[config.mk]
export PLATFORM = sky130hd
export DESIGN_NAME = jtvigil_gfx_romslot_flat
export DESIGN_NICKNAME = d
export VERILOG_FILES = /design/src/rtl/jtvigil_pkg.sv /design/src/rtl/jtvigil_gfx_romslot_if.sv /design/src/rtl/jtvigil_romcache2.sv /design/src/rtl/jtvigil_gfx_romslot.sv /design/src/flat_wrapper.sv
export SDC_FILE = /design/constraint.sdc
export NUM_CORES = 1
export LEC_CHECK = 0
export ABC_CLOCK_PERIOD_IN_PS = 11700
export BUFFER_PORTS_ARGS = -buffer_cell sky130_fd_sc_hd__buf_2
export CORE_ASPECT_RATIO = 1.75
export CORE_UTILIZATION = 60
export DETAILED_ROUTE_END_ITERATION = 16
export PLACE_DENSITY = 0.94
export REMOVE_ABC_BUFFERS = 1
export SYNTH_ARGS = -nofsm -noshare
export SYNTH_HDL_FRONTEND = slang
export SYNTH_SLANG_ARGS = --single-unit
[constraint.sdc]
create_clock -name clk -period 11.7 [get_ports clk]
set_clock_uncertainty 0.1 [all_clocks]
set_input_delay 0 -clock clk [delete_from_list [all_inputs] [get_ports clk]]
set_output_delay 0 -clock clk [all_outputs]
set_load 0.02 [all_outputs]
[src/rtl/jtvigil_pkg.sv]
// Shared definitions for the jtvigil graphics ROM slots.
// Holds the fetch FSM encoding, SDRAM geometry and ROM region bases.
package jtvigil_pkg;

    localparam int SDRAM_AW = 22;
    localparam int SDRAM_DW = 16;

    localparam logic [SDRAM_AW-1:0] SCR1_OFFSET = 22'h00000;
    localparam logic [SDRAM_AW-1:0] SCR2_OFFSET = 22'h10000;
    localparam logic [SDRAM_AW-1:0] OBJ_OFFSET  = 22'h20000;

    typedef enum logic [1:0] {
        IDLE = 2'd0,
        REQ  = 2'd1,
        DATA = 2'd2
    } romslot_state_t;

endpackage

[src/rtl/jtvigil_gfx_romslot_if.sv]
// Client fetch port plus SDRAM slot port of one tile-ROM responder.
// The slave modport is the responder, the master modport its surroundings.
interface jtvigil_gfx_romslot_if #(
    parameter int AW    = 17,
    parameter int SDRAW = 22
);
    logic             rom_cs;
    logic [AW-1:0]    rom_addr;
    logic [31:0]      rom_data;
    logic             rom_ok;
    logic             sdr_req;
    logic [SDRAW-1:0] sdr_addr;
    logic             sdr_ack;
    logic             sdr_dst;
    logic [15:0]      sdr_din;
    logic             sdr_rdy;

    modport slave (
        input  rom_cs, rom_addr, sdr_ack, sdr_dst, sdr_din, sdr_rdy,
        output rom_data, rom_ok, sdr_req, sdr_addr
    );

    modport master (
        output rom_cs, rom_addr, sdr_ack, sdr_dst, sdr_din, sdr_rdy,
        input  rom_data, rom_ok, sdr_req, sdr_addr
    );
endinterface

[src/rtl/jtvigil_romcache2.sv]
// Two-entry tag/data store with a one-bit LRU victim pointer.
// Lookups are combinational; a fill lands on the LRU entry next cycle.
module jtvigil_romcache2 #(
    parameter int TW = 16
) (
    input  logic          rst,
    input  logic          clk,
    input  logic          lookup_en,
    input  logic [TW-1:0] lookup_tag,
    output logic          hit,
    output logic [31:0]   hit_data,
    input  logic          fill_en,
    input  logic [TW-1:0] fill_tag,
    input  logic [31:0]   fill_data
);

    logic [1:0]    valid;
    logic [TW-1:0] tags [2];
    logic [31:0]   data [2];
    logic          lru;
    logic [1:0]    match;
    logic          hit_way;

    assign match[0] = valid[0] && (tags[0] == lookup_tag);
    assign match[1] = valid[1] && (tags[1] == lookup_tag);
    assign hit      = lookup_en && (|match);
    assign hit_way  = ~match[0];
    assign hit_data = data[hit_way];

    // A fill always wins over a same-cycle hit for the LRU update
    always_ff @(posedge clk or posedge rst) begin
        if (rst) begin
            valid <= '0;
            lru   <= 1'b0;
            for (int i = 0; i < 2; i++) begin
                tags[i] <= '0;
                data[i] <= '0;
            end
        end else if (fill_en) begin
            valid[lru] <= 1'b1;
            tags[lru]  <= fill_tag;
            data[lru]  <= fill_data;
            lru        <= ~lru;
        end else if (hit) begin
            lru <= ~hit_way;
        end
    end

endmodule

[src/rtl/jtvigil_gfx_romslot.sv]
// Tile-ROM responder: cached 32-bit fetches backed by 2-word SDRAM bursts.
// The FSM and SDRAM handshake live here; storage lives in the cache.
module jtvigil_gfx_romslot
    import jtvigil_pkg::*;
#(
    parameter int               AW     = 17,
    parameter int               SDRAW  = SDRAM_AW,
    parameter logic [SDRAW-1:0] OFFSET = SDRAW'(SCR1_OFFSET)
) (
    input  logic rst,
    input  logic clk,
    jtvigil_gfx_romslot_if.slave bus
);

    localparam int TW = AW - 1;

    romslot_state_t   state;
    romslot_state_t   state_nx;
    logic [TW-1:0]    tag_in;
    logic [TW-1:0]    tag_q;
    logic [15:0]      lo_q;
    logic             half_q;
    logic             req_q;
    logic [SDRAW-1:0] addr_q;
    logic [31:0]      last_q;
    logic             hit;
    logic [31:0]      hit_data;
    logic             miss;
    logic             fill;
    logic             unused;

    assign tag_in = bus.rom_addr[AW-1:1];
    assign miss   = bus.rom_cs && !hit;
    assign unused = ^{bus.sdr_rdy, bus.rom_addr[0]};

    jtvigil_romcache2 #(.TW(TW)) u_cache (
        .rst        (rst),
        .clk        (clk),
        .lookup_en  (bus.rom_cs),
        .lookup_tag (tag_in),
        .hit        (hit),
        .hit_data   (hit_data),
        .fill_en    (fill),
        .fill_tag   (tag_q),
        .fill_data  ({bus.sdr_din, lo_q})
    );

    always_ff @(posedge clk or posedge rst) begin
        if (rst) state <= IDLE;
        else     state <= state_nx;
    end

    always_comb begin
        state_nx = state;
        fill     = 1'b0;
        unique case (state)
            IDLE: if (miss) state_nx = REQ;
            REQ:  if (bus.sdr_ack) state_nx = DATA;
            DATA: begin
                if (bus.sdr_dst && half_q) begin
                    fill     = 1'b1;
                    state_nx = IDLE;
                end
            end
            default: state_nx = IDLE;
        endcase
    end

    // Only IDLE launches requests, so an address change mid-fetch waits
    always_ff @(posedge clk or posedge rst) begin
        if (rst) begin
            tag_q  <= '0;
            lo_q   <= '0;
            half_q <= 1'b0;
            req_q  <= 1'b0;
            addr_q <= '0;
            last_q <= '0;
        end else begin
            if (hit) last_q <= hit_data;
            unique case (state)
                IDLE: begin
                    if (miss) begin
                        req_q  <= 1'b1;
                        addr_q <= OFFSET + SDRAW'({tag_in, 1'b0});
                        tag_q  <= tag_in;
                        half_q <= 1'b0;
                    end
                end
                REQ: if (bus.sdr_ack) req_q <= 1'b0;
                DATA: begin
                    if (bus.sdr_dst) begin
                        if (!half_q) lo_q <= bus.sdr_din;
                        half_q <= ~half_q;
                    end
                end
                default: ;
            endcase
        end
    end

    assign bus.rom_ok   = hit;
    assign bus.rom_data = hit ? hit_data : last_q;
    assign bus.sdr_req  = req_q;
    assign bus.sdr_addr = addr_q;

endmodule

[src/flat_wrapper.sv]
// flat-port wrapper written by rule: the top's interface ports become plain ports
module jtvigil_gfx_romslot_flat import jtvigil_pkg::*;
#(
    parameter int               AW     = 17,
    parameter int               SDRAW  = SDRAM_AW,
    parameter logic [SDRAW-1:0] OFFSET = SDRAW'(SCR1_OFFSET)
)
  (rst, clk, bus_rom_cs, bus_rom_addr, bus_sdr_ack, bus_sdr_dst, bus_sdr_din, bus_sdr_rdy, bus_rom_data, bus_rom_ok, bus_sdr_req, bus_sdr_addr);
  jtvigil_gfx_romslot_if #(.AW(AW), .SDRAW(SDRAW)) bus_i ();
  input  logic rst;
  input  logic clk;
  input wire logic [$bits(bus_i.rom_cs)-1:0] bus_rom_cs;
  input wire logic [$bits(bus_i.rom_addr)-1:0] bus_rom_addr;
  input wire logic [$bits(bus_i.sdr_ack)-1:0] bus_sdr_ack;
  input wire logic [$bits(bus_i.sdr_dst)-1:0] bus_sdr_dst;
  input wire logic [$bits(bus_i.sdr_din)-1:0] bus_sdr_din;
  input wire logic [$bits(bus_i.sdr_rdy)-1:0] bus_sdr_rdy;
  output wire logic [$bits(bus_i.rom_data)-1:0] bus_rom_data;
  output wire logic [$bits(bus_i.rom_ok)-1:0] bus_rom_ok;
  output wire logic [$bits(bus_i.sdr_req)-1:0] bus_sdr_req;
  output wire logic [$bits(bus_i.sdr_addr)-1:0] bus_sdr_addr;
  assign bus_i.rom_cs = bus_rom_cs;
  assign bus_i.rom_addr = bus_rom_addr;
  assign bus_i.sdr_ack = bus_sdr_ack;
  assign bus_i.sdr_dst = bus_sdr_dst;
  assign bus_i.sdr_din = bus_sdr_din;
  assign bus_i.sdr_rdy = bus_sdr_rdy;
  assign bus_rom_data = bus_i.rom_data;
  assign bus_rom_ok = bus_i.rom_ok;
  assign bus_sdr_req = bus_i.sdr_req;
  assign bus_sdr_addr = bus_i.sdr_addr;
  jtvigil_gfx_romslot #(.AW(AW), .SDRAW(SDRAW), .OFFSET(OFFSET)) u_core (.rst(rst), .clk(clk), .bus(bus_i));
endmodule
==> results.md <==
* Post-cts resize count at 0
* Mean Syn Cell Area at around 14 sq um
* Row cnt at 51
* Max stage delay on crit path at 840 ps
* Total grt overflow at 0
* Worst EP arrival at 3220 ps
* Largest net degree at the start of global routing at 99
* Worst Path Required at 11,600 ps
* DPL Wire Length at 8960 microns
* Non-filler instance count after layout at ~770
* Post-synthesis sequential area ratio at 0.611
* Clk slew on worst S/H paths at around 60 ps
* Final min period at roughly 3300 ps
* WP buf/inv at 1
* DRT Pass-1 Iters at 4
* Worst setup SP type: flip-flop
* IO Port Bufs at 86
* Fin area at ~8300 sq um
* Leakage at 0.00410 uW
* Unrepaired setup endpoints after global routing: no
* Endpoints failing setup at 0
* Reg2Reg Depth at 6
* Clock Latency Late Sink at 420 ps
* Pwr dens at 223 nW/um^2
* Die X at 82.7 microns
* CP max FO at 33
* Worst setup EP type: output pin
* Yosys Warn Count at 0
* Worst rel slew slack at 0.305
* Synthesis-to-finish area growth at 21.5%
* Root Buffer Master: clkbuf_16
* Layout net count at 661
* Detailed-route via count at 4,397
* Setup Buffers After CTS at 0
* Die height at 143 microns
* Synthesized instance count at 500
* Flop2flop setup slack at 8750 ps
* Ranking of synthesized cells by area: dfrtp_1 61%, mux2_2 20%, o22ai_1 2.9%
* Final worst slack at 8380 ps
* Combinational share of power at 0.214
* Yosys reg bits at 167
* Outcome: completed
* Most frequent cells in the layout: 167 x dfrtp_1, 121 x mux2_2, 86 x buf_2, 35 x inv_1, 35 x dlygate4sd3_1
* DR vias/cell at between 5 and 6
* Slew of the pin with the lowest slew margin at around 1000 ps
* TNS Setup at 0 ps
* Synthesized cell area at just under 7000 sq um
* Worst vdd ir at approximately 0.16 mV
* Hold Crit Class: primary input to flip-flop
* Placed Cells at 700
* Area share of the largest cell type after synthesis at 0.611
* Crit share post-route at 0.284
* Fin. max-slew vios at 0
* DP Area at 7370 sq um
* Critical path endpoint: bus_rom_data[12]
* Overall power at 1850 uW
* Post-Place Worst Slack at between 8000 and 9000 ps
* Int Power at 1320 uW
* WP depth at 7
* Synth cell types at 33
* FILL cells at a little over 700
* CTS tree: yes
* Setup CP Type: flip-flop to output pin
* Sequential cell area at roughly 4200 sq um
* Crit-path cells: xnor2_1 -> nand4_1 -> or3_1 -> o2111ai_4 -> o22ai_1 -> a21oi_1 -> buf_2
* CP delay by family, top: compound AO/OA/AOI/OAI gates
* Final wirelength at 14,400 microns
* Slowest cell on crit path: o2111ai_4
* FF-to-FF End: u_core.tag_q[8]$_DFFE_PP0P_
* Global Route Usage Sum at 0.269
* Max cap viols at 0
* Die area at 11,900 sq um
* Area occupied by multi-input gates at 2410 sq um
* R2r startpoint: u_core.u_cache.tags[16]$_DFFE_PP0P_
* CTS sink count at approximately 170
* Final hold violations at 0
* Commonest non-fill, non-tap cell in the layout: dfrtp_1
* First-pass GRT wire length at 23,300 microns
* Initial core utilization at 0.616
* Largest area contributor in the netlist: dfrtp_1
* Maximum clock rate at 0.301 GHz
* Clock H-tree levels at 4
* Drt wl/cell at 18.7 microns
* Core area at about 11,000 sq um
* Flop pwr share at 0.486
* Net Sw Frac at 0.287
* Initial DRC count at about 220
* Detail Route Antenna Nets at 0
* Placer's final routability congestion estimate at ~0.79
* Initial antenna violation count at 0
* Vias in the first global route at 4,808
* Clock share of power at 0.300
* Critical Path Start: u_core.u_cache.tags[16]$_DFFE_PP0P_
* Psw at 531 uW
* # IOs at between 90 and 100
* Layout cells sized above 1 at 0.409
* Max Root-Sink Buffers at 2
* CTS buffer count at 17
* Residual DRC count at 0
final cells by class:
cell class / instances / area share
diodes: 1 / 0.000301
well taps: 132 / 0.0199
flip-flops and latches: 167 / 0.503
multi-input cells: 273 / 0.289
clock inverters: 13 / 0.0172
inverters: 36 / 0.0169
clock buffers: 19 / 0.0545
repair buffers: 127 / 0.0993
metal layers:
layer  track usage  vias up  wire length (microns)
met5             0        -                      0
met4         0.139        0                    473
met3        0.0626       39                    470
met2         0.461      117                   7950
met1         0.305     2268                   5480
li1              -     1973                      -
synth_stat cells, drive strengths merged:
cell type and count:
nand3b 1, or3 4, a31oi 1, a21oi 33
conb 1, and2 3, a21o 1, buf 25
nor2b 1, nand2 7, nor2 4, xnor2 20
mux2 128, nand4 5, nor4 3, clkbuf 4
nand2b 2, and3b 1, nand3 3, o22ai 32
inv 36, o21ai 2, o2111ai 1, or4 1
dfrtp 167, or2 2, xor2 12
worst reg2reg max path: cells and delay by family, from the launching register on:
family	cells	cell delay, ps
and+or+nand+nor	4	1670
muxes	1	430
xor gates and xnor gates	1	260
DFF	1	380
logic make-up after synthesis:
family / Yosys count / synth area share
DFF: 167 / 0.611
muxes: 128 / 0.214
AOI/OAI and AO/OA: 70 / 0.0592
buffers and inverters: 65 / 0.0442
and+or+nand+nor: 37 / 0.0300
xor gates and xnor gates: 32 / 0.0410
other: 1 / 0.000548
worst min path at each step:
stage / from / slack (ps) / end / cells after the start
final: bus_rom_cs / 200 / u_core.last_q[5]$_DFF_PP0_ / 4
after global routing: bus_rom_cs / 220 / u_core.last_q[28]$_DFF_PP0_ / 4
after CTS: bus_rom_cs / 180 / u_core.last_q[5]$_DFF_PP0_ / 4
after detailed placement: bus_sdr_ack / 130 / u_core.state[0]$_DFFE_PP0P_ / 2
after global placement: rst / 120 / u_core.tag_q[11]$_DFFE_PP0P_ / 2
after floorplan: bus_sdr_ack / 7 / u_core.state[0]$_DFFE_PP0P_ / 1
registers in the layout, indices dropped and copies added, names as in the netlist:
| name | count |
|---|---|
| u_core.u_cache.tags | 32 |
| u_core.half_q | 1 |
| u_core.u_cache.lru | 1 |
| u_core.last_q | 32 |
| u_core.bus.sdr_req | 1 |
| u_core.lo_q | 16 |
| u_core.tag_q | 16 |
| u_core.state | 2 |
| u_core.u_cache.valid | 2 |
| u_core.u_cache.data | 64 |
through the flow:
| stage | util | hold WS [ps] |
|---|---|---|
| 2_1_floorplan | - | 7.26 |
| 3_3_place_gp | 0.663 | 115 |
| 6_report | 0.749 | 200 |
| 4_1_cts | 0.749 | 183 |
| 5_1_grt | 0.749 | 219 |
| 3_5_place_dp | 0.663 | 125 |
timing repair:
item	CTS	global route
endpoints found under the hold margin	166	0
hold buffers	35	0
endpoints found under the setup margin	0	0
power by group through the flow:
stage	Clock (uW)	Sequential (uW)	Combinational [uW]
CTS	564	895	402
finish	555	900	397
global route	589	922	432
floorplan	0	901	259
global placement	0	879	367
detailed placement	0	903	389
No activity file was read; power rests on OpenSTA's default activity.
